File: src/rtl/shift_register.sv
// WIDTH-bit universal shift register (hold / shift left / shift right / load) with a saturating shift counter.
// Optional feature: define SHIFTREG_ROTATE_EN to add the ROT input, which turns shifts into rotates.
module shift_register #(
   parameter int WIDTH = 4
) (
   input  logic                         C,
   input  logic                         _R,
   input  logic [1:0]                   M,
   input  logic [WIDTH-1:0]             D,
   input  logic                         DL,
   input  logic                         DR,
   output logic [WIDTH-1:0]             Q,
   output logic [WIDTH-1:0]             _Q,
   output logic                         SOL,
   output logic                         SOR,
   output logic [$clog2(WIDTH+1)-1:0]   CNT,
   output logic                         DONE
`ifdef SHIFTREG_ROTATE_EN
   ,
   input  logic                         ROT
`endif
);

   localparam int CW = $clog2(WIDTH + 1);
   localparam logic [CW-1:0] FULL = CW'(WIDTH);

   typedef enum logic [1:0] {
      MODE_HOLD  = 2'b00,
      MODE_LEFT  = 2'b01,
      MODE_RIGHT = 2'b10,
      MODE_LOAD  = 2'b11
   } mode_t;

   logic             rot;
   logic [WIDTH-1:0] q_next;
   logic [CW-1:0]    cnt_next;
   logic [CW-1:0]    cnt_inc;

`ifdef SHIFTREG_ROTATE_EN
   assign rot = ROT;
`else
   assign rot = 1'b0;
`endif

   // Left and right moves share one counter that sticks at WIDTH once a full word has passed.
   assign cnt_inc = (CNT == FULL) ? FULL : CNT + CW'(1);

   // An unknown mode matches no item and falls through to hold.
   always_comb begin
      q_next   = Q;
      cnt_next = CNT;
      case (M)
         MODE_LEFT: begin
            q_next   = {Q[WIDTH-2:0], (rot ? Q[WIDTH-1] : DL)};
            cnt_next = cnt_inc;
         end
         MODE_RIGHT: begin
            q_next   = {(rot ? Q[0] : DR), Q[WIDTH-1:1]};
            cnt_next = cnt_inc;
         end
         MODE_LOAD: begin
            q_next   = D;
            cnt_next = '0;
         end
         default: begin
            q_next   = Q;
            cnt_next = CNT;
         end
      endcase
   end

   // DONE is computed from the next count so it lines up with CNT on the same edge.
   always_ff @(posedge C or negedge _R) begin
      if (!_R) begin
         Q    <= '0;
         CNT  <= '0;
         DONE <= 1'b0;
      end else begin
         Q    <= q_next;
         CNT  <= cnt_next;
         DONE <= (cnt_next == FULL);
      end
   end

   assign _Q  = ~Q;
   assign SOL = Q[WIDTH-1];
   assign SOR = Q[0];

endmodule

File: config.mk
export PLATFORM = sky130hd
export DESIGN_NAME = shift_register
export DESIGN_NICKNAME = d
export VERILOG_FILES = /design/src/rtl/shift_register.sv
export SDC_FILE = /design/constraint.sdc
export NUM_CORES = 1
export LEC_CHECK = 0
export CORE_ASPECT_RATIO = 1.4
export CORE_MARGIN = 2
export CORE_UTILIZATION = 28
export CTS_CLUSTER_DIAMETER = 100
export DETAILED_ROUTE_END_ITERATION = 8
export SLEW_MARGIN = 20
export SYNTH_ARGS = -nofsm -noshare
export SYNTH_HDL_FRONTEND = slang
export SYNTH_SLANG_ARGS = --single-unit
File: constraint.sdc
create_clock -name C -period 1.45 [get_ports C]
set_input_delay 0.435 -clock C [delete_from_list [all_inputs] [get_ports C]]
set_output_delay 0.435 -clock C [all_outputs]
set_load 0.01 [all_outputs]
==> out/results.txt, run 1 <==
Status: finished, final reports clean
Post-synth net total: 70
Wl on met1: 474 microns
Critical path class: reg -> out
Antenna Cells: 0
Chip Height: 54.7 microns
CTS max path bufs: 2
Detailed-route DRC error count: 0
Sequential power share: 0.364
Dpl ws: -0.479 ns
Mapped Cells: 54
Worst r2r src: CNT[0]
CP endpoint kind: output port
RR Endpoint: DONE
RSZ-0062 raised after global routing: false
First-pass GRT wire length: 1.93 mm
Sequence of cells on the critical path: inv_1 > dlygate4sd2_1
IO buf count: 23
Num CTS Buffers: 3
Net switching power: 271 uW
Top layer in use: met4
Final GP Congestion: 0.656
Avg WL per Cell: 12.1 microns
Unique masters post-synth: 19
I/O pin total: 24
Synthesis Warnings: 0
Clock power frac: 0.211
Layout area overhead: 57.4%
Worst-Skew Late Latency: 0.26 ns
Comb power frac: 0.425
Post-route insts no fill: 102
Reg2Reg Depth: 5
CTS Root Cell: clkbuf_4
Post-Syn Area per Cell: 9.52 sq um
P_int: 539 uW
CORE AREA: 0.00176 sq mm
Relative slew slack: 0.744
Final hold violations: 0
Worst vdd ir: 578 uV
Largest net degree at the start of global routing: 9
CTS Hold Bufs: 0
Die X: 40.2 microns
Max stage delay on crit path: 0.38 ns
Crit path depth: 2
Reg clk slew, reported paths: 0.06 ns
Starting density of the core: 0.293
Vias in the first global route: 458
Worst Setup Start Kind: flop
Crit Path Max Fanout: 3
Buf/Inv on CP: 2
Worst-Margin Slew: 0.382 ns
Top cells by area, synth: dfrtp_1 39%, ha_1 15%, a22o_1 6.8%
Cells after DPL: 99
CTS H-Tree Depth: 1
Die area: 0.00220 sq mm
CTS tree: done
Post-DRT Antenna Nets: 0
Post-Route WL: 1.24 mm
Vias per cell: 4.80
Synthesized cell area: 514 sq um
Final Net Count: 100
Cell Pwr Density: 1000 mW/mm^2
Routed vias: 490
Initial DRC count: 5
Hold Path Class: in -> async
Gr usage total: 0.135
Worst Setup EP: _Q[2]
Critical path startpoint: Q[2]
Clk sinks: 8
Clock period minus worst slack: 1.40 ns
FP Rows: 18
Leading area contributor after synthesis: dfrtp_1
Dpl hpwl: 941 microns
Seq/Total Area, Yosys: 0.389
Initial antenna violation count: 0
Layout cells sized above 1: 0.256
TritonRoute pass-1 iters: 3
Met2 wire length: 624 microns
FF+latch count, synth: 8
WP data required: 1.02 ns
R2R setup slack: 0.11 ns
Tcrit/Tclk final: 0.968
Number of max-cap violations: 0
Top-area cell type share of the netlist area: 0.389
Switching Fraction: 0.335
Critical Path AT: 0.97 ns
Setup violations, final: 0
Clock skew: 0.00461 ns
Crit path max-delay family: flip-flops
Final worst-path setup slack: 0.0471 ns
CP max stage cell: dfrtp_1
Peak Freq: 0.713 GHz
Leakage: 0.000409 uW
Fill cell total of the finished layout: 184
DR WL met3: 109 microns
Remaining global-route overflow: 0
Pins over their slew limit: 0
[worst min path at each step]
| stage | start | end | cells after the start |
|---|---|---|---|
| floorplan | _R | CNT[0] | 0 |
| global placement | CNT[1] | CNT[1] | 2 |
| detailed placement | CNT[1] | CNT[1] | 2 |
| CTS | _R | CNT[0] | 1 |
| global route | _R | CNT[0] | 1 |
| finish | _R | CNT[0] | 1 |
[cell usage in the layout, fill, tap and decap left out]
cell,count
and3_2,1
clkdlybuf4s15_1,1
inv_2,1
o21ai_1,1
nor2_2,1
o21a_1,1
o221a_2,1
nor2b_1,1
buf_4,6
nand2b_1,1
a21oi_1,5
inv_1,7
a211oi_2,1
ha_4,2
clkbuf_2,4
ha_1,4
a21boi_2,1
a211oi_1,3
nor2_1,1
dlygate4sd2_1,11
nand2_1,5
clkbuf_4,3
nand4bb_1,1
a22o_1,4
dfrtp_1,8
clkdlybuf4s50_1,7
[power by group through the flow]
stage | combinational [uW] | clock (uW) | sequential, uW
2_1_floorplan | 152 | 0 | 321
3_3_place_gp | 383 | 0 | 299
3_5_place_dp | 384 | 0 | 298
4_1_cts | 351 | 176 | 296
5_1_grt | 385 | 195 | 301
6_report | 344 | 171 | 295
[registers in the layout, summed over array words and instances (netlist names)]
register and flops:
CNT 3, DONE 1, Q 4
[routing by layer]
layer  global-route usage  up-vias
met5                    0        -
met2                0.245       24
li1                     -      240
met3               0.0244        4
met1                0.136      222
met4               0.0833        0
[layout make-up]
class | count | area (sq um) | area share
multi-input cells | 34 | 290 | 0.359
inverters | 8 | 30.0 | 0.0371
well taps | 20 | 25.0 | 0.0309
clock buffers | 3 | 22.5 | 0.0278
flip-flops and latches | 8 | 200 | 0.247
repair buffers | 29 | 241 | 0.298
[synthesized netlist by cell type]
master and n:
buf_4 2, a21boi_1 1, o21ai_1 1, nand4bb_1 1, and3_2 1, a21oi_1 5
a211oi_1 4, ha_1 6, nand2_1 5, o21a_1 1, o221a_2 1, nor2b_1 1
nand2b_1 1, dfrtp_1 8, a22o_1 4, inv_1 8, clkbuf_1 1, buf_6 1
nor2_1 2
[worst reg2reg max path: cells and delay by family (launching register included)]
kind	cells	cell delay (ns)
flip-flops	1	0.38
AO/OA/AOI/OAI	2	0.37
adder cells (fa/ha/maj)	1	0.20
buffers and inverters	1	0.15
AND/OR/NAND/NOR	1	0.13
[cell families after synthesis]
| logic type | after synthesis | share of synthesized area |
|---|---|---|
| flops | 8 | 0.389 |
| simple gates | 11 | 0.112 |
| fa+ha+maj | 6 | 0.146 |
| compound gates | 17 | 0.236 |
| buf+inv | 12 | 0.117 |
[through the flow]
step	util	setup TNS [ns]	instance area, sq um	hold WS (ns)	power, uW
global placement	0.447	-3.19	785	0.540	682
detailed placement	0.447	-3.41	785	0.531	682
global route	0.461	0	810	0.485	881
CTS	0.469	0	825	0.473	823
finish	0.461	0	810	0.464	810
floorplan	-	0	514	0.139	473
[what timing repair did]
| action | CTS | global route |
|---|---|---|
| setup endpoints to repair | 22 | 4 |
| resized for setup | 25 | 8 |
| buffers inserted | 0 | 0 |
Power figures use the tool's default switching activity.
==> run 2, diff against run 1 <==
Settings changed: CORE_ASPECT_RATIO 1.4 to default, CORE_UTILIZATION 28 to 39, PLACE_DENSITY from default to 0.77, SKIP_LAST_GASP from default to 1.
==> run 2 against run 1 <==
Net effect:
- core utilization increased by 17 points
- clock power hardly changed
- sequential cell count unchanged
- critical path depth up 4
- sequential power hardly changed
- global-route usage rose by 5.1 points
- register-to-register slack hardly changed
- cell count decreased by 5.9%
- setup slack worse by 0.010 ns
- non-clock buffer count fell by 1
- sequential share of layout area rose by 0.15 points
- combinational power is essentially flat
- critical path type is now in -> reg
==> out/results.txt, run 2 (synthesis results as in run 1) <==
Relative slew slack: 0.767 (was 0.744)
FP Rows: 13 (was 18)
Commonest non-fill, non-tap cell in the layout: dlygate4sd2_1 (unchanged)
CP max stage cell: ha_2 (was dfrtp_1)
Chip Height: 40.3 microns (was 54.7 microns)
Die area: 0.00162 sq mm (was 0.00220 sq mm)
TritonRoute pass-1 iters: 4 (was 3)
Clock skew: 0.00253 ns (was 0.00461 ns)
Status: finished, final reports clean (unchanged)
Sequence of cells on the critical path: dlygate4sd2_1 > inv_2 > ha_2 > a21boi_2 > a21oi_1 > o21a_1 (was inv_1 > dlygate4sd2_1)
Biggest regs: Q (4), CNT (3), DONE (1) (unchanged)
Post CTS Setup Buffer Count: 0 (unchanged)
Peak Freq: 0.708 GHz (was 0.713 GHz)
Finished Cell Area: 805 sq um (was 810 sq um)
CTS Hold Bufs: 0 (unchanged)
Area after DPL: 771 sq um (was 785 sq um)
Initial DRC count: 3 (was 5)
Reg clk slew, reported paths: 0.05 ns (was 0.06 ns)
Post-DRT Antenna Nets: 0 (unchanged)
Detailed-route DRC error count: 0 (unchanged)
Cells after DPL: 93 (was 99)
Clock period minus worst slack: 1.41 ns (was 1.40 ns)
Gr usage total: 0.186 (was 0.135)
Starting density of the core: 0.405 (was 0.293)
Avg WL per Cell: 13.6 microns (was 12.1 microns)
CP endpoint kind: flop (was output port)
Final hold violations: 0 (unchanged)
First-pass GRT wire length: 1.92 mm (was 1.93 mm)
Post-route insts no fill: 96 (was 102)
Crit Path Max Fanout: 3 (unchanged)
Clk sinks: 8 (unchanged)
IO buf count: 23 (unchanged)
CTS H-Tree Depth: 1 (unchanged)
WP data required: 1.59 ns (was 1.02 ns)
Routed vias: 476 (was 490)
Critical Path AT: 1.55 ns (was 0.97 ns)
Hold Path Class: in -> async (unchanged)
Worst Setup Start Kind: input pin (was flop)
R2R setup slack: 0.12 ns (was 0.11 ns)
Antenna Cells: 0 (unchanged)
Setup violations, final: 0 (unchanged)
Dpl hpwl: 997 microns (was 941 microns)
I/O pin total: 24 (unchanged)
Biggest register: Q (unchanged)
Worst-Margin Slew: 0.348 ns (was 0.382 ns)
Fill cell total of the finished layout: 115 (was 184)
Worst vdd ir: 708 uV (was 578 uV)
Pins over their slew limit: 0 (unchanged)
CTS Root Cell: clkbuf_4 (unchanged)
Largest net degree at the start of global routing: 9 (unchanged)
CTS max path bufs: 2 (unchanged)
Vias per cell: 4.96 (was 4.80)
RSZ-0062 raised after global routing: true (was false)
Final GP Congestion: 0.680 (was 0.656)
Buf/Inv on CP: 2 (unchanged)
Worst-Skew Late Latency: 0.25 ns (was 0.26 ns)
Tcrit/Tclk final: 0.975 (was 0.968)
CORE AREA: 0.00127 sq mm (was 0.00176 sq mm)
Initial antenna violation count: 0 (unchanged)
Most frequent cells in the layout: 11 x dlygate4sd2_1, 8 x dfrtp_1, 7 x inv_1, 7 x clkdlybuf4s50_1 (was 11 x dlygate4sd2_1, 8 x dfrtp_1, 7 x inv_1, 7 x clkdlybuf4s50_1, 6 x buf_4)
Leakage: 0.000403 uW (was 0.000409 uW)
Max reg flops: 4 (unchanged)
Post-Route WL: 1.31 mm (was 1.24 mm)
Remaining global-route overflow: 0 (unchanged)
Num CTS Buffers: 3 (unchanged)
Number of max-cap violations: 0 (unchanged)
Critical path class: in -> reg (was reg -> out)
Die X: 40.3 microns (was 40.2 microns)
Layout cells sized above 1: 0.259 (was 0.256)
Max stage delay on crit path: 0.32 ns (was 0.38 ns)
CTS tree: done (unchanged)
Cell Pwr Density: 1000 mW/mm^2 (about the same)
Crit path max-delay family: compound AO/OA/AOI/OAI gates (was flip-flops)
Layout area overhead: 56.4% (was 57.4%)
Final Net Count: 99 (was 100)
Vias in the first global route: 437 (was 458)
run 2: cell types whose count changed in the layout (fill, tap and decap cells not counted), sizes merged:
cell / previous run / this run
buf: 6 / 5
clkbuf: 7 / 6
clkdlybuf4s15: 1 / 2
run 2: metrics by stage:
stage / setup TNS (ns) / util / setup slack [ns] / power [uW] / hold WS (ns)
2_1_floorplan: 0 / - / 0.121 / 473 / 0.139
3_3_place_gp: -3.13 / 0.607 / -0.434 / 669 / 0.545
3_5_place_dp: -3.30 / 0.607 / -0.466 / 677 / 0.551
4_1_cts: 0 / 0.639 / 0.00167 / 809 / 0.459
5_1_grt: -0.0427 / 0.634 / -0.0249 / 869 / 0.479
6_report: 0 / 0.634 / 0.0368 / 806 / 0.454
run 2: power breakdown:
part	switching (uW)	internal, uW	leakage [uW]
sequential	34.2	263	0.0000996
combinational	163	177	0.000289
clock	73.7	94.6	0.0000138
total	271	535	0.000403
run 2: worst paths after layout:
| check | startpoint | end | cells past startpoint |
|---|---|---|---|
| max in group asynchronous | _R | Q[3] | 1 |
| min | _R | DONE | 1 |
| min in group C | CNT[1] | CNT[1] | 2 |
| max reg2reg | CNT[0] | DONE | 5 |
| min reg2reg | CNT[1] | CNT[1] | 2 |
| max | M[0] | DONE | 6 |
run 2: timing repair:
action / in CTS / in global routing
endpoints found under the setup margin: 22 / 6
resized for setup: 26 / 8
endpoints found under the hold margin: 0 / 0
run 2: cell type report:
type,instances,area [sq um],share of cell area
inverters,8,30.0,0.0373
flip-flops and latches,8,200,0.249
multi-input cells,34,293,0.364
repair buffers,28,240,0.299
clock buffers,3,22.5,0.0280
well taps,15,18.8,0.0233
run 2: metal layers:
layer  track usage  up-vias  wire [microns]
met1         0.208      212             513
met4        0.0250        0               0
met2         0.339       24             657
met3        0.0722        0             135
met5             0        -               0
li1              -      240               -
